===== config.mk =====
export PLATFORM = sky130hd
export DESIGN_NAME = rc_accum_flat
export DESIGN_NICKNAME = d
export VERILOG_FILES = /design/src/rtl/rc_accum_if.sv /design/src/rtl/rc_accum.sv /design/src/flat_wrapper.sv
export SDC_FILE = /design/constraint.sdc
export NUM_CORES = 1
export LEC_CHECK = 0
export CAP_MARGIN = 25
export CORE_AREA = 2 2 56 97
export DETAILED_ROUTE_END_ITERATION = 7
export DIE_AREA = 0 0 58 99
export GPL_TIMING_DRIVEN = 0
export SYNTH_ARGS = -nofsm -noshare
export SYNTH_HDL_FRONTEND = slang
export SYNTH_SLANG_ARGS = --single-unit
export TNS_END_PERCENT = 100

===== constraint.sdc =====
create_clock -name clock -period 2.4 [get_ports clock]
set_input_delay 0.48 -clock clock [delete_from_list [all_inputs] [get_ports clock]]
set_output_delay 0.48 -clock clock [all_outputs]
set_load 0.1 [all_outputs]

===== src/rtl/rc_accum_if.sv =====
// Operand/result bundle for rc_accum.
// Handshake: a beat (x, y) transfers on a rising clock edge where
// in_valid and in_ready are both 1; otherwise nothing is transferred.
// done is a level held until a clock edge that samples ack=1.
interface rc_accum_if #(
    parameter int WIDTH = 8
);
    logic             start;
    logic [WIDTH-1:0] x;
    logic [WIDTH-1:0] y;
    logic             in_valid;
    logic             in_ready;
    logic [WIDTH-1:0] z;
    logic [WIDTH-1:0] w;
    logic [7:0]       count;
    logic             done;
    logic             ack;

    // Producer/consumer side: drives requests and operands, reads results.
    modport master (
        output start, x, y, in_valid, ack,
        input  in_ready, z, w, count, done
    );

    // Reduction unit side.
    modport slave (
        input  start, x, y, in_valid, ack,
        output in_ready, z, w, count, done
    );
endinterface


===== src/rtl/rc_accum.sv =====
// Multi-cycle bitwise AND/OR reduction over a burst of NPAIRS operand pairs.
// z accumulates AND of all operands, w accumulates OR; result is held with
// done=1 until acknowledged. state_dbg exposes the FSM state
// (0=IDLE, 1=ACC, 2=DONE).
module rc_accum #(
    parameter int WIDTH  = 8,
    parameter int NPAIRS = 4
) (
    input  logic       clock,
    input  logic       reset_,
    rc_accum_if.slave  bus,
    output logic [1:0] state_dbg
);
    typedef enum logic [1:0] {
        IDLE = 2'd0,
        ACC  = 2'd1,
        DONE = 2'd2
    } state_e;

    // count index of the final beat of a burst
    localparam logic [7:0] LAST = 8'(NPAIRS - 1);

    state_e           state_q, state_d;
    logic [WIDTH-1:0] z_q, z_d;
    logic [WIDTH-1:0] w_q, w_d;
    logic [7:0]       count_q, count_d;
    logic             in_ready_q, in_ready_d;
    logic             done_q, done_d;

    // Next-state and datapath: outputs are derived from the next state so
    // in_ready/done are registered and line up with the state they describe.
    always_comb begin
        state_d = state_q;
        z_d     = z_q;
        w_d     = w_q;
        count_d = count_q;
        case (state_q)
            IDLE: begin
                if (bus.start) begin
                    state_d = ACC;
                    z_d     = '1;
                    w_d     = '0;
                    count_d = 8'd0;
                end
            end
            ACC: begin
                // in_ready is 1 throughout ACC, so in_valid alone accepts
                if (bus.in_valid) begin
                    z_d     = z_q & (bus.x & bus.y);
                    w_d     = w_q | (bus.x | bus.y);
                    count_d = count_q + 8'd1;
                    if (count_q == LAST) begin
                        state_d = DONE;
                    end
                end
            end
            DONE: begin
                if (bus.ack) begin
                    state_d = IDLE;
                end
            end
            default: begin
                state_d = IDLE;
            end
        endcase
        in_ready_d = (state_d == ACC);
        done_d     = (state_d == DONE);
    end

    // FSM and result registers; reset discards any partial burst.
    always_ff @(posedge clock) begin
        if (!reset_) begin
            state_q    <= IDLE;
            z_q        <= '1;
            w_q        <= '0;
            count_q    <= 8'd0;
            in_ready_q <= 1'b0;
            done_q     <= 1'b0;
        end else begin
            state_q    <= state_d;
            z_q        <= z_d;
            w_q        <= w_d;
            count_q    <= count_d;
            in_ready_q <= in_ready_d;
            done_q     <= done_d;
        end
    end

    assign bus.z        = z_q;
    assign bus.w        = w_q;
    assign bus.count    = count_q;
    assign bus.in_ready = in_ready_q;
    assign bus.done     = done_q;
    assign state_dbg    = state_q;
endmodule


===== src/flat_wrapper.sv =====
// flat-port wrapper written by rule: the top's interface ports become plain ports
module rc_accum_flat 
#(
    parameter int WIDTH  = 8,
    parameter int NPAIRS = 4
)
  (clock, reset_, state_dbg, bus_start, bus_x, bus_y, bus_in_valid, bus_ack, bus_in_ready, bus_z, bus_w, bus_count, bus_done);
  rc_accum_if #(.WIDTH(WIDTH)) bus_i ();
  input  logic clock;
  input  logic reset_;
  output logic [1:0] state_dbg;
  input wire logic [$bits(bus_i.start)-1:0] bus_start;
  input wire logic [$bits(bus_i.x)-1:0] bus_x;
  input wire logic [$bits(bus_i.y)-1:0] bus_y;
  input wire logic [$bits(bus_i.in_valid)-1:0] bus_in_valid;
  input wire logic [$bits(bus_i.ack)-1:0] bus_ack;
  output wire logic [$bits(bus_i.in_ready)-1:0] bus_in_ready;
  output wire logic [$bits(bus_i.z)-1:0] bus_z;
  output wire logic [$bits(bus_i.w)-1:0] bus_w;
  output wire logic [$bits(bus_i.count)-1:0] bus_count;
  output wire logic [$bits(bus_i.done)-1:0] bus_done;
  assign bus_i.start = bus_start;
  assign bus_i.x = bus_x;
  assign bus_i.y = bus_y;
  assign bus_i.in_valid = bus_in_valid;
  assign bus_i.ack = bus_ack;
  assign bus_in_ready = bus_i.in_ready;
  assign bus_z = bus_i.z;
  assign bus_w = bus_i.w;
  assign bus_count = bus_i.count;
  assign bus_done = bus_i.done;
  rc_accum #(.WIDTH(WIDTH), .NPAIRS(NPAIRS)) u_core (.clock(clock), .reset_(reset_), .bus(bus_i), .state_dbg(state_dbg));
endmodule

# Word level (Yosys, flattened, before mapping)
# Cells that the tools add are included.
# classes
add_sub_neg	1
eq_ne	7
muxes	13
bitwise	4
reduce_logical	3
# op_table
op	n
case mux 8 bit (2 select lines)	3
two-way mux 8 bit	5
AND 8 bit	2
OR 8 bit	2
adder 8 x 1 -> 8 bit, second input constant	1
equality test 8 x 2 -> 1 bit, second input constant	1
two-way mux 2 bit	4
case mux 2 bit (3 select lines)	1
equality test 2 x 1 -> 1 bit, second input constant	2
equality test 2 bit, second input constant	2
!= test 2 bit, second input constant	2
AND reduction 3 bit	1
logical NOT 2 bit	1
nonzero test 2 bit	1
# totals
reg_bits	28
in_bits	21
out_inout_bits	28
wordCells	34

# Logic depth before layout (Yosys ltp)
# Gate-level depths: netlist (run 1).
# depth
word_depth	5
depth_mapped	5
ltp_nobuf	4

# Least setup slack after synthesis (run 1)
# Ideal clock, no wire load.
# synth_timing
path_kind	reg2reg
start	register u_core.state_q[0], in the netlist u_core.state_dbg[0]
end	register u_core.w_q[0], in the netlist u_core.bus.w[0]
setup_ns	0.116
t_arrival_ns	1.937
required_ns	2.284
slack_ns	0.346
path_stages_with_launch	5
path_buffers	1
period_less_slack_ns	2.054
cell_sequence	dfxtp_1 > mux2i_2 > buf_2 > nor3_1 > o21a_1
# synth_between
elab_chain_cells	3
elab_cells_between_ends	7
cone_classes	eq/ne (3); mux (1); reduce/logical (3)
# synth_lines
item	line	rtl
start, declared	rc_accum.sv:23	state_e state_q, state_d;
start signal, assigned	rc_accum.sv:80	state_q <= state_d;
equality test 2 x 1 -> 1 bit / logical NOT 2 bit (equally long branches)	rc_accum.sv:37	case (state_q)
!= test 2 bit (no source line) / nonzero test 2 bit (equally long branches)	--	
AND reduction 3 bit (no source line)	--	
end signal, assigned	rc_accum.sv:82	w_q <= w_d;
end, declared	rc_accum.sv:25	logic [WIDTH-1:0] w_q, w_d;
# Several ways; a longest one is shown, not always the timed one.
# A chain may end at the register's enable or synchronous reset.

# Final worst setup path (run 1)
# layout_timing
start	register u_core.count_q[0], in the netlist u_core.bus.count[0]
end	output port bus_count[0]
# layout_lines
item	line	rtl
start, declared	rc_accum.sv:26	logic [7:0] count_q, count_d;
start signal, assigned	rc_accum.sv:83	count_q <= count_d;
end, declared	flat_wrapper.sv:20	output wire logic [$bits(bus_i.count)-1:0] bus_count;
# No word-level cell between the ends.

==> reports/qor_table.md, run 1 <==
| Metric | Value |
|---|---|
| Power density cells | 668.7 mW/mm^2 |
| Classification of the worst-slack hold path | register to register |
| Cell Count Post-Placement | 233 |
| Most numerous cell types in the synthesized netlist | sky130_fd_sc_hd__dfxtp_1 (28), sky130_fd_sc_hd__o21ai_0 (12), sky130_fd_sc_hd__inv_1 (9), sky130_fd_sc_hd__nor2_1 (9), sky130_fd_sc_hd__nor3_1 (9) |
| Req. time, crit path | 1920 ps |
| Arrival time of data at the critical path endpoint | 1850 ps |
| Max stage delay cell, worst path | sky130_fd_sc_hd__clkdlybuf4s50_1 |
| Most numerous cell in the Yosys netlist | sky130_fd_sc_hd__dfxtp_1 |
| Top Family by Delay on Critical Path | buffers and inverters |
| Average wire length per cell after detail routing | 13.55 microns |
| RSZ-0062 raised after global routing | no |
| First-pass GRT wire length | 5016 microns |
| Number of design rule violations left after detail routing | 0 |
| Final count of negative-setup-slack endpoints | 0 |
| Mean Syn Cell Area | 9.043 sq um |
| Antenna-violating nets left | 0 |
| Via Count | 1,140 |
| Transition time of the tightest slew-check pin | 1004 ps |
| Count of port buffers added during placement | 47 |
| Final Cycle Share | 97.16% |
| Number of buffers and inverters on the critical path | 1 |
| Max Clock Freq | 0.4288 GHz |
| Maximum number of pins on one net before global-route repair | 17 |
| Crit end category | output pin |
| Placed cell area | 0.001732 sq mm |
| Initial drt markers | 34 |
| Final number of max-transition violations | 0 |
| Routed Wire Length | 3211 microns |
| Post-synthesis cell type with the largest combined area | sky130_fd_sc_hd__dfxtp_1 |
| Distinct cell type count of the synthesized netlist | 29 |
| Worst skew pair latency | 270 ps |
| Hold violation total from the final report | 0 |
| Tmin final | 2332 ps |
| Final #Nets | 206 |
| TritonCTS clock tree | yes |
| Antenna Cells | 0 |
| Cell area after technology mapping | 0.001194 sq mm |
| Chip Width | 58 microns |
| Final instance area | 0.001807 sq mm |
| Setup TNS | 0 ps |
| Synth area leaders | sky130_fd_sc_hd__dfxtp_1 (47%), sky130_fd_sc_hd__o21ai_0 (5.0%), sky130_fd_sc_hd__a211oi_1 (5.0%), sky130_fd_sc_hd__o21a_1 (5.0%), sky130_fd_sc_hd__nor3_1 (3.8%) |
| Vias per cell | 4.810 |
| Seq cells post-synth | 28 |
| CP cell instances | clkdlybuf4s50_1 |
| Count of mapped cells out of synthesis | 132 |
| Number of ports placed on the die boundary | 49 |
| Vertical extent of the die | 99 microns |
| Startpoint-to-endpoint class of the critical path | register to output pin |
| Global Route Usage Sum | 11.05% |
| Setup crit start kind | register |
| Count of flip-flops with a built-in enable after synthesis | 0 |
| CTS Root Buffer Type | sky130_fd_sc_hd__clkbuf_8 |
| Total clock buffers created by CTS | 3 |
| Total number of yosys warnings | 0 |
| Worst-case headroom to the max-slew limit | 32.87% |
| Clock-pin transition on the worst setup and hold timing paths | 100 ps |
| Residual overflow from global routing | 0 |
| Placed wire-length estimate | 2366 microns |
| Global placer's final weighted congestion | 0.7532 |
| Via count of the first global-routing pass | 1,085 |
| Ys async rst share | 0% |
| Maximum fanout along the worst path | 5 |
| Floorplan Core Area | 0.004935 sq mm |
| Run status | complete, no violations |
| Delay of the slowest critical-path stage | 1170 ps |
| Number of H-tree levels | 1 |
| Finished Layout Cells | 237 |
| Starting Density | 24.19% |
| Fraction of layout cells with a size suffix above 1 | 4.918% |
| Clock Path Buffers | 2 |
| Largest clock skew in the final design | 2.514 ps |
| Post-synthesis net count | 154 |
| Maximum capacitance violations | 0 |
| First-pass iteration count of the detailed router | 4 |
| Fraction of post-synthesis cell area in the top cell type by area | 46.96% |
| Share of synthesized area occupied by flip-flops and latches | 46.96% |
| Clk sink count | 28 |
| Peak ir drop on the vdd network | 0.3387 mV |
| P_leak | 0.7344 nW |
| Most instantiated flip-flop cell in the synthesis netlist | sky130_fd_sc_hd__dfxtp_1 |
| Antenna violations before repair | 0 |
| Synthesis-to-finish area growth | 51.36% |
| Die outline area | 0.005742 sq mm |
| Row Count | 34 |
==> worst paths after layout <==
check                           start              end  slack (ps)  cells past startpoint
setup / recovery  u_core.bus.count[0]     bus_count[0]          70                      1
hold / removal        u_core.bus.z[4]  u_core.bus.z[4]         470                      2
setup reg to reg  u_core.state_dbg[1]  u_core.bus.w[5]         710                      4
hold reg to reg       u_core.bus.z[4]  u_core.bus.z[4]         470                      2
==> state kept, by name, summed over array words and instances (netlist names) <==
signal / flops
u_core.state_dbg: 2
u_core.bus.in_ready: 1
u_core.bus.count: 8
u_core.bus.done: 1
u_core.bus.w: 8
u_core.bus.z: 8
==> cells in the final DEF (no fill, tap or decap), types with 2 or more instances in the layout <==
master,instances
sky130_fd_sc_hd__clkdlybuf4s50_1,41
sky130_fd_sc_hd__dfxtp_1,28
sky130_fd_sc_hd__o21ai_0,12
sky130_fd_sc_hd__nor3_1,9
sky130_fd_sc_hd__nor2_1,9
sky130_fd_sc_hd__inv_1,9
sky130_fd_sc_hd__o21a_1,8
sky130_fd_sc_hd__a211oi_1,8
sky130_fd_sc_hd__clkbuf_1,5
sky130_fd_sc_hd__nand3_1,5
sky130_fd_sc_hd__buf_2,4
sky130_fd_sc_hd__nand4_1,3
sky130_fd_sc_hd__nand3b_1,3
sky130_fd_sc_hd__mux2i_1,3
sky130_fd_sc_hd__o31ai_1,3
sky130_fd_sc_hd__or4_1,3
sky130_fd_sc_hd__a21boi_0,3
sky130_fd_sc_hd__clkbuf_8,3
sky130_fd_sc_hd__dlymetal6s2s_1,3
sky130_fd_sc_hd__dlygate4sd2_1,3
sky130_fd_sc_hd__nor4b_1,2
sky130_fd_sc_hd__nor4_1,2
sky130_fd_sc_hd__a21boi_1,2
sky130_fd_sc_hd__nor3b_1,2
==> metrics by stage <==
step	power [mW]	hold WS [ps]	util, %	setup WS [ps]
3_3_place_gp	0.8486	448.2	35.09	216.9
4_1_cts	1.228	475.5	36.46	0.1115
5_1_grt	1.260	501.3	36.61	4.619
3_5_place_dp	0.8496	456.3	35.09	191.7
2_1_floorplan	0.7490	664.9	-	346.4
6_report	1.208	470.2	36.61	68.05
==> final cells by class <==
class | count | area (sq um)
inverters | 9 | 33.78
plain buffers | 9 | 38.79
clock buffers | 3 | 41.29
flip-flops and latches | 28 | 560.5
well taps | 54 | 67.56
repair buffers | 47 | 474.2
clock inverters | 1 | 30.03
multi-input cells | 86 | 560.5
fillers | 520 | 3128
==> report_power, final <==
group	switching [mW]	total, mW	internal, mW
logic	0.235	0.332	0.0970
registers	0.0141	0.503	0.489
clock network	0.150	0.373	0.223
total	0.399	1.21	0.809
==> routing by layer <==
metal	vias up	track usage, %	routed length (microns)
li1	578	-	-
met1	532	11.77	1292
met2	28	20.54	1733
met3	2	2.625	164
met4	0	3.578	20
met5	-	0	0
==> timing repair <==
item / CTS / global route
setup buffers: 0 / 0
endpoints found under the hold margin: 0 / 0
hold buffers: 0 / 0
cloned: 0 / 0
setup endpoints to repair: 3 / 3
resized for setup: 3 / 3
==> logic make-up after synthesis <==
logic type	share of synthesized area, %
buffers and inverters	6.080
adder cells (fa/ha/maj)	1.048
flip-flops	46.96
multiplexers	3.669
AND/OR/NAND/NOR	22.12
AO/OA/AOI/OAI	20.13
(Power assumes the default switching activity.)
==> run 2, diff against run 1 <==
GPL_TIMING_DRIVEN = default   (was 0)
==> run 2 against run 1 <==
Compared with the run above: final cell count shrank 1.3%; flip-flop and latch count is the same; worst setup slack better by 530 ps; first-iteration DRC count down 29%.
==> reports/qor_table.md, run 2 (synthesis results as in run 1) <==
| Metric | Value | vs previous |
|---|---|---|
| Largest clock skew in the final design | 4.844 ps | +2.331 ps |
| TritonCTS clock tree | yes |  |
| # resized after CTS | 0 | -3 |
| Number of buffers added to fix hold violations after cts | 0 | unchanged |
| Synthesis-to-finish area growth | 45.60% |  |
| Residual overflow from global routing | 0 | unchanged |
| Antenna violations before repair | 0 | unchanged |
| Commonest cells after routing, fill and taps aside | sky130_fd_sc_hd__buf_4 (32), sky130_fd_sc_hd__dfxtp_1 (28), sky130_fd_sc_hd__clkdlybuf4s50_1 (20), sky130_fd_sc_hd__o21ai_0 (12) |  |
| Clk sink count | 28 | unchanged |
| Via count of the first global-routing pass | 1,073 | -1.1% |
| Total clock buffers created by CTS | 3 | unchanged |
| Req. time, crit path | 2560 ps | +640 ps |
| Clock-pin transition on the worst setup and hold timing paths | 100 ps | about the same |
| Register-to-register setup slack | 780 ps | +70 ps |
| Global Route Usage Sum | 10.24% | -0.81 points |
| Number of fill cells | 530 | +1.9% |
| Final #Nets | 203 | -1.5% |
| Count of port buffers added during placement | 48 | +2.1% |
| Classification of the worst-slack hold path | register to register |  |
| Maximum number of pins on one net before global-route repair | 33 | +16 |
| Arrival time of data at the critical path endpoint | 1970 ps | +120 ps |
| Peak ir drop on the vdd network | 0.2659 mV | -21% |
| Clock Path Buffers | 2 | unchanged |
| Maximum fanout along the worst path | 20 | +15 |
| Fraction of layout cells with a size suffix above 1 | 21.11% | +16 points |
| Global placer's final weighted congestion | 0.6942 | -7.8% |
| Transition time of the tightest slew-check pin | 658.6 ps | -345.2 ps |
| Final Cycle Share | 75.28% | -22 points |
| First-pass GRT wire length | 4761 microns | -5.1% |
| Startpoint-to-endpoint class of the critical path | input pin to register |  |
| CTS Root Buffer Type | sky130_fd_sc_hd__clkbuf_8 |  |
| Count of buffers added by post-CTS timing repair for setup | 0 | unchanged |
| Crit end category | register |  |
| Via Count | 1,123 | -1.5% |
| Area occupied by registers | 560.5 sq um | unchanged |
| Number of design rule violations left after detail routing | 0 | unchanged |
| P_leak | 0.7043 nW | -4.1% |
| Cell Count Post-Placement | 230 | -1.3% |
| Row Count | 34 | unchanged |
| Vias per cell | 4.799 | -0.23% |
| Starting Density | 24.19% | unchanged |
| Antenna-violating nets left | 0 | unchanged |
| First-pass iteration count of the detailed router | 4 | unchanged |
| Worst skew pair latency | 270 ps | about the same |
| Maximum capacitance violations | 0 | unchanged |
| Worst-case headroom to the max-slew limit | 56.09% | +23 points |
| Setup crit start kind | input pin |  |
| Number of ports placed on the die boundary | 49 | unchanged |
| Die outline area | 0.005742 sq mm | unchanged |
| Finished Layout Cells | 234 | -1.3% |
| Initial drt markers | 24 | -29% |
| Chip Width | 58 microns | unchanged |
| Hold violation total from the final report | 0 | unchanged |
| Vertical extent of the die | 99 microns | unchanged |
| RSZ-0062 raised after global routing | no |  |
| Placed wire-length estimate | 2131 microns | -9.9% |
| Max Clock Freq | 0.5535 GHz | +29% |
| Number of H-tree levels | 1 | unchanged |
| Most common cell after layout, fill and taps aside | sky130_fd_sc_hd__buf_4 |  |
| Tmin final | 1807 ps | -525.2 ps |
| Antenna Cells | 0 | unchanged |
| Run status | complete, no violations |  |
| Final number of max-transition violations | 0 | unchanged |
| Power density cells | 643.5 mW/mm^2 | -3.8% |
| Setup TNS | 0 ps | unchanged |
| Routed Wire Length | 2905 microns | -9.5% |
| Multi-input gate area in the final layout | 560.5 sq um | unchanged |
| Floorplan Core Area | 0.004935 sq mm | unchanged |
| Average wire length per cell after detail routing | 12.41 microns | -8.4% |
| Final count of negative-setup-slack endpoints | 0 | unchanged |
[run 2: cell count changes in the layout (fill, tap and decap cells not counted), moves of 3 or more]
| cell | before | now |
|---|---|---|
| sky130_fd_sc_hd__buf_4 | 0 | 32 |
| sky130_fd_sc_hd__clkdlybuf4s50_1 | 41 | 20 |
| sky130_fd_sc_hd__clkbuf_1 | 5 | 0 |
| sky130_fd_sc_hd__buf_2 | 4 | 0 |
| sky130_fd_sc_hd__dlygate4sd2_1 | 3 | 0 |
| sky130_fd_sc_hd__dlymetal6s2s_1 | 3 | 0 |
[run 2: final timing paths]
path | startpoint | end | cells past startpoint
worst max-delay path | bus_start | u_core.bus.count[4] | 4
worst max register to register | u_core.state_dbg[0] | u_core.bus.w[5] | 4
worst min register to register | u_core.bus.z[4] | u_core.bus.z[4] | 2
worst min-delay path | u_core.bus.z[4] | u_core.bus.z[4] | 2
[run 2: area by class of cell]
type | instances | share of cell area (%)
flip-flops and latches | 28 | 32.25
repair buffers | 53 | 26.49
well taps | 54 | 3.888
inverters | 9 | 1.944
clock buffers | 4 | 3.168
multi-input cells | 86 | 32.25
[run 2: worst max-delay path, cell delays in order]
cell and delay, ps:
sky130_fd_sc_hd__clkdlybuf4s50_1 510, sky130_fd_sc_hd__or3b_1 370, sky130_fd_sc_hd__and2_1 390, sky130_fd_sc_hd__a21boi_1 230
[run 2: routing by layer]
layer / vias to the layer above / GRT usage [%] / wire (microns) / part of all wire (%)
li1: 575 / - / - / -
met1: 514 / 11.29 / 1193 / 41
met2: 32 / 18.53 / 1499 / 52
met3: 2 / 2.625 / 191 / 6.6
met4: 0 / 3.220 / 20 / 0.69
met5: - / 0 / 0 / 0
[run 2: stage by stage]
step                hold WS [ps]  setup slack, ps  util (%)  power, mW  area (sq um)
floorplan                  664.9            346.4         -     0.7490          1194
global placement           452.9            280.5     34.10     0.8424          1683
detailed placement         455.0            277.3     34.10     0.8433          1683
CTS                        478.0            579.8     35.22      1.143          1738
global route               492.3            518.8     35.22      1.175          1738
finish                     470.0            593.3     35.22      1.118          1738
[run 2: power breakdown]
part / switching (mW) / leakage (nW) / internal, mW / total, mW
sequential: 0.0148 / 0.230 / 0.489 / 0.504
combinational: 0.232 / 0.446 / 0.0929 / 0.325
clock: 0.143 / 0.0288 / 0.147 / 0.289
==> run 3, diff against run 2 <==
clock period = 1.45 ns   (was 2.4 ns; I/O delays follow)
==> run 3 against run 2 <==
Compared with the run above: first-iteration DRC count decreased by 21%; final cell count is 0.85% higher; worst hold slack better by 43 ps; die area unchanged; via count grew 3.2%; combinational power up 100%; sequential share of layout area down 5.3 points; core utilization increased by 8.8 points; wire length rose by 7.3%; flip-flop and latch count unchanged; design area is 25% higher; largest power group unchanged.
==> reports/qor_table.md, run 3 (synthesis results as in run 1) <==
| Metric | Value | vs previous |
|---|---|---|
| Total clock buffers created by CTS | 3 | unchanged |
| Synthesis-to-finish area growth | 81.87% |  |
| Power share of the clock group | 24.1% | -1.8 points |
| First-pass iteration count of the detailed router | 3 | -1 |
| Commonest cells after routing, fill and taps aside | sky130_fd_sc_hd__buf_12 (30), sky130_fd_sc_hd__clkdlybuf4s50_1 (18), sky130_fd_sc_hd__dfxtp_1 (18), sky130_fd_sc_hd__o21ai_0 (12) |  |
| Peak ir drop on the vdd network | 0.5928 mV | +120% |
| Comb power frac | 33.2% | +4.1 points |
| Crit end category | register |  |
| Final number of max-transition violations | 0 | unchanged |
| Sequential power share | 42.7% | -2.3 points |
| Vias per cell | 4.911 | +2.3% |
| Initial drt markers | 19 | -21% |
| Setup WS post-layout | 59.47 ps | -533.8 ps |
| Vertical extent of the die | 99 microns | unchanged |
| Global placer's final weighted congestion | 0.7515 | +8.3% |
| Internal power of the cells | 1.310 mW | +80% |
| Worst skew pair latency | 270 ps | about the same |
| Maximum fanout along the worst path | 28 | +40% |
| Routed Wire Length | 3118 microns | +7.3% |
| Final count of negative-setup-slack endpoints | 0 | unchanged |
| Post-placement worst setup slack | -342.0 ps | -619.3 ps |
| Fraction of layout cells with a size suffix above 1 | 30.22% | +9.1 points |
| Via Count | 1,159 | +3.2% |
| Multi-input gate area in the final layout | 593.1 sq um | +5.8% |
| Maximum number of pins on one net before global-route repair | 33 | unchanged |
| Maximum capacitance violations | 0 | unchanged |
| Number of design rule violations left after detail routing | 0 | unchanged |
| Largest clock skew in the final design | 1.836 ps | -3.009 ps |
| Switching power of the nets | 674.0 uW | +73% |
| Launch instance of the worst min-delay path | u_core.bus.z[6] |  |
| Startpoint-to-endpoint class of the critical path | register to register |  |
| Most common cell after layout, fill and taps aside | sky130_fd_sc_hd__buf_12 |  |
| Classification of the worst-slack hold path | register to register |  |
| TritonCTS clock tree | yes |  |
| Power after layout | 1.984 mW | +77% |
| Number of fill cells | 481 | -9.2% |
| Final Cycle Share | 95.90% |  |
| P_leak | 0.8393 nW | +19% |
| Starting Density | 24.19% | unchanged |
| CP startpoint | u_core.state_dbg[0] |  |
| Clock-pin transition on the worst setup and hold timing paths | 90 ps | about the same |
| Hold WS | 513.3 ps | +43.32 ps |
| Hold violation total from the final report | 0 | unchanged |
| Power density cells | 913.8 mW/mm^2 | +42% |
| Req. time, crit path | 1650 ps | -910 ps |
| Count of port buffers added during placement | 48 | unchanged |
| Max Clock Freq | 0.7192 GHz |  |
| Critical register-to-register path startpoint | u_core.state_dbg[0] |  |
| Chip Width | 58 microns | unchanged |
| Via count of the first global-routing pass | 1,198 | +12% |
| Worst-case headroom to the max-slew limit | 78.71% | +23 points |
| CTS Root Buffer Type | sky130_fd_sc_hd__clkbuf_8 |  |
| Count of buffers added by post-CTS timing repair for setup | 0 | unchanged |
| Clock Path Buffers | 2 | unchanged |
| Clk sink count | 28 | unchanged |
| Tmin final | 1391 ps |  |
| Floorplan Core Area | 0.004935 sq mm | unchanged |
| Antenna-violating nets left | 0 | unchanged |
| Antenna violations before repair | 0 | unchanged |
| Antenna Cells | 0 | unchanged |
| Row Count | 34 | unchanged |
| Fraction of power spent switching nets | 33.98% | -0.90 points |
| Die outline area | 0.005742 sq mm | unchanged |
| Transition time of the tightest slew-check pin | 316.4 ps | -342.2 ps |
| Arrival time of data at the critical path endpoint | 1590 ps | -380 ps |
| Global Route Usage Sum | 11.66% | +1.4 points |
| Run status | complete, no violations |  |
| Number of ports placed on the die boundary | 49 | unchanged |
| RSZ-0062 raised after global routing | no |  |
| Area occupied by registers | 585.6 sq um | +4.5% |
| Residual overflow from global routing | 0 | unchanged |
| Setup crit start kind | register |  |
| First-pass GRT wire length | 5285 microns | +11% |
| Final #Nets | 205 | +0.99% |
| Average wire length per cell after detail routing | 13.21 microns | +6.4% |
| Placed wire-length estimate | 2380 microns | +12% |
| Number of H-tree levels | 1 | unchanged |
## run 3: changes by cell type in the layout (fill, tap and decap cells not counted), sizes merged
| cell | before | now |
|---|---|---|
| clkdlybuf4s50 | 20 | 18 |
| dlygate4sd2 | 0 | 2 |
| buf | 33 | 35 |
## run 3: power groups by stage
stage	combinational (mW)	clock (mW)	sequential, mW
after floorplan	0.109	0	1.13
after global placement	0.663	0	0.866
after detailed placement	0.666	0	0.866
after CTS	0.666	0.507	0.849
after global routing	0.690	0.534	0.854
final	0.659	0.477	0.848
## run 3: path summary, 6_finish.rpt
kind / end / slack [ps] / cells past startpoint
max reg2reg: u_core.bus.count[3] / 60 / 4
max: u_core.bus.count[3] / 60 / 4
min: u_core.bus.z[6] / 510 / 2
min reg2reg: u_core.bus.z[6] / 510 / 2
## run 3: per-stage QoR
stage               std cells  setup TNS (ps)  cell area (sq um)  util, %
floorplan                 132          -498.1               1245        -
global placement          232           -5285               2103    42.62
detailed placement        232           -5630               2103    42.62
CTS                       236               0               2156    43.69
global route              236               0               2171    43.99
finish                    236               0               2171    43.99
## run 3: what timing repair did
action,in CTS,in global routing
pin swaps,0,3
gates resized for setup,2,4
setup endpoints to repair,3,8
endpoints found under the hold margin,0,0
hold buffers,0,0
## run 3: area by class of cell
| type | instances | share of cell area, % |
|---|---|---|
| tap | 54 | 3.112 |
| sequential | 28 | 26.97 |
| clock buffer | 4 | 2.536 |
| timing repair buffer | 55 | 38.50 |
| multi-input combinational | 86 | 27.32 |
| inverter | 9 | 1.556 |
## run 3: layer usage
metal  vias to the layer above  part of all wire (%)  GRT usage (%)
li1                        580                     -              -
met1                       537                    36          12.05
met2                        38                    56          21.33
met3                         4                   7.0          3.018
met4                         0                   1.4          5.009
met5                         -                     0              0
## run 3: worst max-delay path, cell delays in order (launching register included)
cell	delay, ps
sky130_fd_sc_hd__dfxtp_4	370
sky130_fd_sc_hd__mux2i_4	190
sky130_fd_sc_hd__buf_12	170
sky130_fd_sc_hd__or4_1	470
sky130_fd_sc_hd__a21boi_1	130
==> RTL change 1, RTL diff (flow settings as in run 2) <==
Put one more register stage on the output `state_dbg`, with the module's reset. The value now appears one clock later. The other outputs are not delayed to match.
--- a/src/rtl/rc_accum.sv
+++ b/src/rtl/rc_accum.sv
@@ -92,5 +92,11 @@
     assign bus.in_ready = in_ready_q;
     assign bus.done     = done_q;
-    assign state_dbg    = state_q;
+    always_ff @(posedge clock) begin
+        if (!reset_) begin
+            state_dbg <= '0;
+        end else begin
+            state_dbg <= state_q;
+        end
+    end
 endmodule
 
Behaviour: not the same (a bounded check fails within 4 cycles, from zero or initial values and one cycle with reset_ low).
==> RTL change 1 against run 2 <==
- wire length is 3.1% higher
- sequential cell count is 2 higher
- design area is 2.5% higher
- synthesized area is 1.8% higher
- maximum frequency is 6.0% lower
- setup slack worse by 120 ps
- power is 14% higher
- global-route usage is 1.1 points higher
==> RTL change 1: results (changes against run 2) <==
- Outcome: completed
- Setup crit start: bus_in_valid
- Area Overhead vs Synth: 46.7%
- Hold Crit Depth: 1 (-1)
- R2r startpoint: u_core.state_q[0]$_SDFF_PN0_
- Final Skew: 6.56 ps (+1.71 ps)
- Total GRT Usage: 0.114 (+0.0113)
- First-pass GRT wire length: 5.02 mm (+5.5%)
- Initial DRC count: 30 (+25%)
- Hold path endpoint: u_core.bus.w[3]$_SDFFE_PN0P_
- Buffers, non-clock: 52 (-1.9%)
- Flop2flop setup slack: 590 ps (-190 ps)
- Global placer's final weighted congestion: 0.728 (+4.9%)
- Worst hold path startpoint: u_core.bus.w[3]$_SDFFE_PN0P_
- Met3 global-route usage: 0.0341 (+0.00787)
- Routed vias/inst: 4.78 (-0.50%)
- Non-clock buffer share: 0.247 (-0.0177)
- CP max stage delay: 620 ps (+110 ps)
- Clk sinks: 30 (+7.1%)
- Rel. slew slack: 0.490 (-0.0710)
- WL met2: 1.53 mm (+2.2%)
- Largest cells by area after synthesis: dfxtp_1 49%, o21ai_0 5.4%, a211oi_1 4.9%
- GR Util met1: 0.117 (+0.00394)
- Share of layout cells above drive strength 1: 0.215 (+0.00394)
- Clock transition at path regs: 60 ps (-40 ps)
- Multi-input logic area: 548 um2 (-2.2%)
- CP delay by family, top: buffers and inverters
- Final cell count without fillers: 240 (+2.6%)
- Largest net degree at the start of global routing: 23 (-30%)
- Number of H-tree levels: 2 (+1)
- DP Worst Slack: 180 ps (-96.8 ps)
- CP max stage cell: mux2i_2
- Synthesized Nets: 155 (+0.65%)
- Worst Setup EP: u_core.bus.w[3]$_SDFFE_PN0P_
- Reg area: 601 um2 (+7.1%)
- Clk cell area share: 0.0513 (+0.0196)
- Worst Hold Slack: 469 ps (-1.18 ps)
- Clock buffer cells: 7 (+3)
- Cell total after placement: 232 (+0.87%)
- Number of global-route vias before repair: 1142 (+6.4%)
- Peak VDD IR: 0.441 mV (+66%)
- Metal-1 WL: 1.18 mm (-0.75%)
- DP HPWL: 2.26 mm (+5.8%)
- NumNets Final: 207 (+2.0%)
==> RTL change 1: cell count changes after synthesis, moves of 2 or more <==
cell / run 2 / this run
a21oi_1: 0 / 6
nand3_1: 5 / 2
a21boi_0: 3 / 1
a21boi_1: 2 / 0
buf_2: 4 / 2
dfxtp_1: 28 / 30
nor4_1: 2 / 0
==> RTL change 1: kinds of logic after synthesis <==
kind of cell             count (synthesis)  share of synthesized area
AND/OR/NAND/NOR                         44                      0.213
adder cells (fa/ha/maj)                  1                     0.0103
buffers and inverters                   16                     0.0577
multiplexers                             2                     0.0165
flip-flops                              30                      0.494
AO/OA/AOI/OAI                           40                      0.208
==> RTL change 1: power breakdown <==
| group | internal, mW | switching (mW) | total (mW) |
|---|---|---|---|
| Sequential | 0.524 | 0.0156 | 0.539 |
| Clock | 0.231 | 0.181 | 0.411 |
| Combinational | 0.0899 | 0.230 | 0.320 |
==> RTL change 2, RTL diff (config.mk and constraints of run 2) <==
Without the edit above. `WIDTH` is set to 8 in 3 places; all go to 12.
--- a/src/rtl/rc_accum_if.sv
+++ b/src/rtl/rc_accum_if.sv
@@ -4,5 +4,5 @@
 // done is a level held until a clock edge that samples ack=1.
 interface rc_accum_if #(
-    parameter int WIDTH = 8
+    parameter int WIDTH = 12
 );
     logic             start;
--- a/src/rtl/rc_accum.sv
+++ b/src/rtl/rc_accum.sv
@@ -4,5 +4,5 @@
 // (0=IDLE, 1=ACC, 2=DONE).
 module rc_accum #(
-    parameter int WIDTH  = 8,
+    parameter int WIDTH  = 12,
     parameter int NPAIRS = 4
 ) (
--- a/src/flat_wrapper.sv
+++ b/src/flat_wrapper.sv
@@ -2,5 +2,5 @@
 module rc_accum_flat 
 #(
-    parameter int WIDTH  = 8,
+    parameter int WIDTH  = 12,
     parameter int NPAIRS = 4
 )
Interface: changed (resized bus_w, bus_x, bus_y and bus_z); port bits go from 49 to 65. No check against the original RTL was run, so the function may have changed too.
==> RTL change 2 against run 2 <==
- die area unchanged
- combinational power rose by 37%
- maximum frequency shrank 2.1%
- setup slack got worse by 39 ps
- power rose by 44%
- design area up 28%
- synthesized area rose by 27%
- sequential cell count up 8
- wire length up 30%
- critical endpoint is now u_core.bus.count[5]$_SDFFE_PN0P_
==> RTL change 2: results (changes against run 2) <==
- Outcome: completed
- Rel. slew slack: 0.687 (+0.126)
- Port bufs: 64 (+33%)
- CP Max Fanout: 34 (+70%)
- Warnings from Yosys: 0 (unchanged)
- Hold path endpoint: u_core.bus.z[10]$_SDFFE_PN1P_
- Async S/R FF share, synth: 0 (unchanged)
- Synthesized Nets: 198 (+29%)
- Flop2flop setup slack: 750 ps (-30 ps)
- Largest cells by area after synthesis: dfxtp_1 48%, a211oi_1 6.9%, o21a_1 5.9%
- Share of layout cells above drive strength 1: 0.211 (about the same)
- Number of H-tree levels: 2 (+1)
- Max Root-Sink Buffers: 2 (unchanged)
- Worst hold path startpoint: u_core.bus.z[10]$_SDFFE_PN1P_
- Final Skew: 4.34 ps (-0.507 ps)
- Setup bufs post-CTS: 0 (unchanged)
- Total GRT Usage: 0.132 (+0.0300)
- Wire length on met3: 197 um (+3.1%)
- NumNets Final: 261 (+29%)
- Worst-skew pair later-pin latency: 290 ps (+20 ps)
- Global placer's final weighted congestion: 0.803 (+16%)
- DP Worst Slack: 275 ps (-2.34 ps)
- Synth cell count leaders: 36 x dfxtp_1, 16 x inv_1, 15 x nor3_1
- ANT nets after route: 0 (unchanged)
- Metal-1 WL: 1.57 mm (+32%)
- Routed vias/inst: 5.03 (+4.9%)
- Largest net degree at the start of global routing: 35 (+6.1%)
- Initial antenna violation count: 0 (unchanged)
- Top_reg_cell synth: dfxtp_1
- Peak VDD IR: 0.393 mV (+48%)
- Initial DRC count: 37 (+54%)
- Wire length per cell: 13.2 um (+6.7%)
- Seq/Total Area, Yosys: 0.476 (+0.00604)
- Top sig layer: met4
- Hold WC Path Type: reg -> reg
- First-pass GRT wire length: 5.84 mm (+23%)
- Clock Root Buffer: clkbuf_8
- WL met2: 1.91 mm (+27%)
- R2R Path End: u_core.bus.count[5]$_SDFFE_PN0P_
- # fillers: 510 (-3.8%)
- Post-synth cell types: 30 (+3.4%)
- R2r worst-path depth: 4 (unchanged)
- Number of global-route vias before repair: 1250 (+16%)
- R2r startpoint: u_core.state_dbg[0]$_SDFF_PN0_
- Detailed Routing Iterations Pass 1: 4 (unchanged)
- Internal power: 1.06 mW (+46%)
- Clock transition at path regs: 70 ps (-30 ps)
- Leak Pwr: 0.957 nW (+36%)
- Total CTS buffers: 5 (+2)
- Hold Crit Depth: 2 (unchanged)
- Post-cts gate resize count: 0 (unchanged)
- Worst EP arrival: 2060 ps (+90 ps)
- DP HPWL: 2.78 mm (+31%)
- N_diodes: 0 (unchanged)
[RTL change 2: final cells by class]
class / instances / share of cell area
Clock buffer: 6 / 0.0327
Clock inverter: 2 / 0.0158
Inverter: 16 / 0.0271
Multi-Input combinational cell: 104 / 0.301
Sequential cell: 36 / 0.325
Tap cell: 54 / 0.0305
Timing Repair Buffer: 68 / 0.268
[RTL change 2: worst max-delay path, stage by stage]
cell	delay, ps
clkdlybuf4s50_1	560
mux2i_4	90
buf_4	240
or4_1	520
a21oi_1	150
[RTL change 2: cells by family after synthesis]
kind of cell    Yosys count  share of synthesized area
simple gates             50                      0.179
compound gates           49                      0.219
flops                    36                      0.476
buf+inv                  28                     0.0925
mux                       3                     0.0198
xor+xnor                  1                    0.00578
fa+ha+maj                 1                    0.00826
[RTL change 2: power groups by stage]
stage	registers, mW	logic (mW)	clock network [mW]
after floorplan	0.904	0.0886	0
after global placement	0.666	0.446	0
after detailed placement	0.666	0.447	0
after CTS	0.653	0.448	0.538
after global routing	0.656	0.463	0.570
final	0.652	0.444	0.519
[RTL change 2: worst max-delay path by stage]
stage	from	endpoint	slack (ps)	depth (start not counted)
CTS	bus_in_valid	u_core.bus.count[5]$_SDFFE_PN0P_	570	5
finish	bus_in_valid	u_core.bus.count[5]$_SDFFE_PN0P_	550	5
detailed placement	bus_in_valid	u_core.bus.count[5]$_SDFFE_PN0P_	270	5
floorplan	u_core.state_dbg[0]$_SDFF_PN0_	u_core.bus.count[2]$_SDFFE_PN0P_	290	5
global placement	bus_in_valid	u_core.bus.count[5]$_SDFFE_PN0P_	300	5
global route	bus_in_valid	u_core.bus.count[5]$_SDFFE_PN0P_	510	5
[RTL change 2: per-layer routing]
metal / global-route usage / vias up
met5: 0 / -
met4: 0.0805 / 0
met3: 0.0276 / 8
met2: 0.218 / 49
met1: 0.153 / 655
li1: - / 728
[RTL change 2: metrics by stage]
step                cells  hold slack (ps)  instance area, um2
floorplan             168              647                1520
global placement      278              450                2110
detailed placement    278              454                2110
CTS                   286              473                2220
global route          286              482                2220
finish                286              469                2220
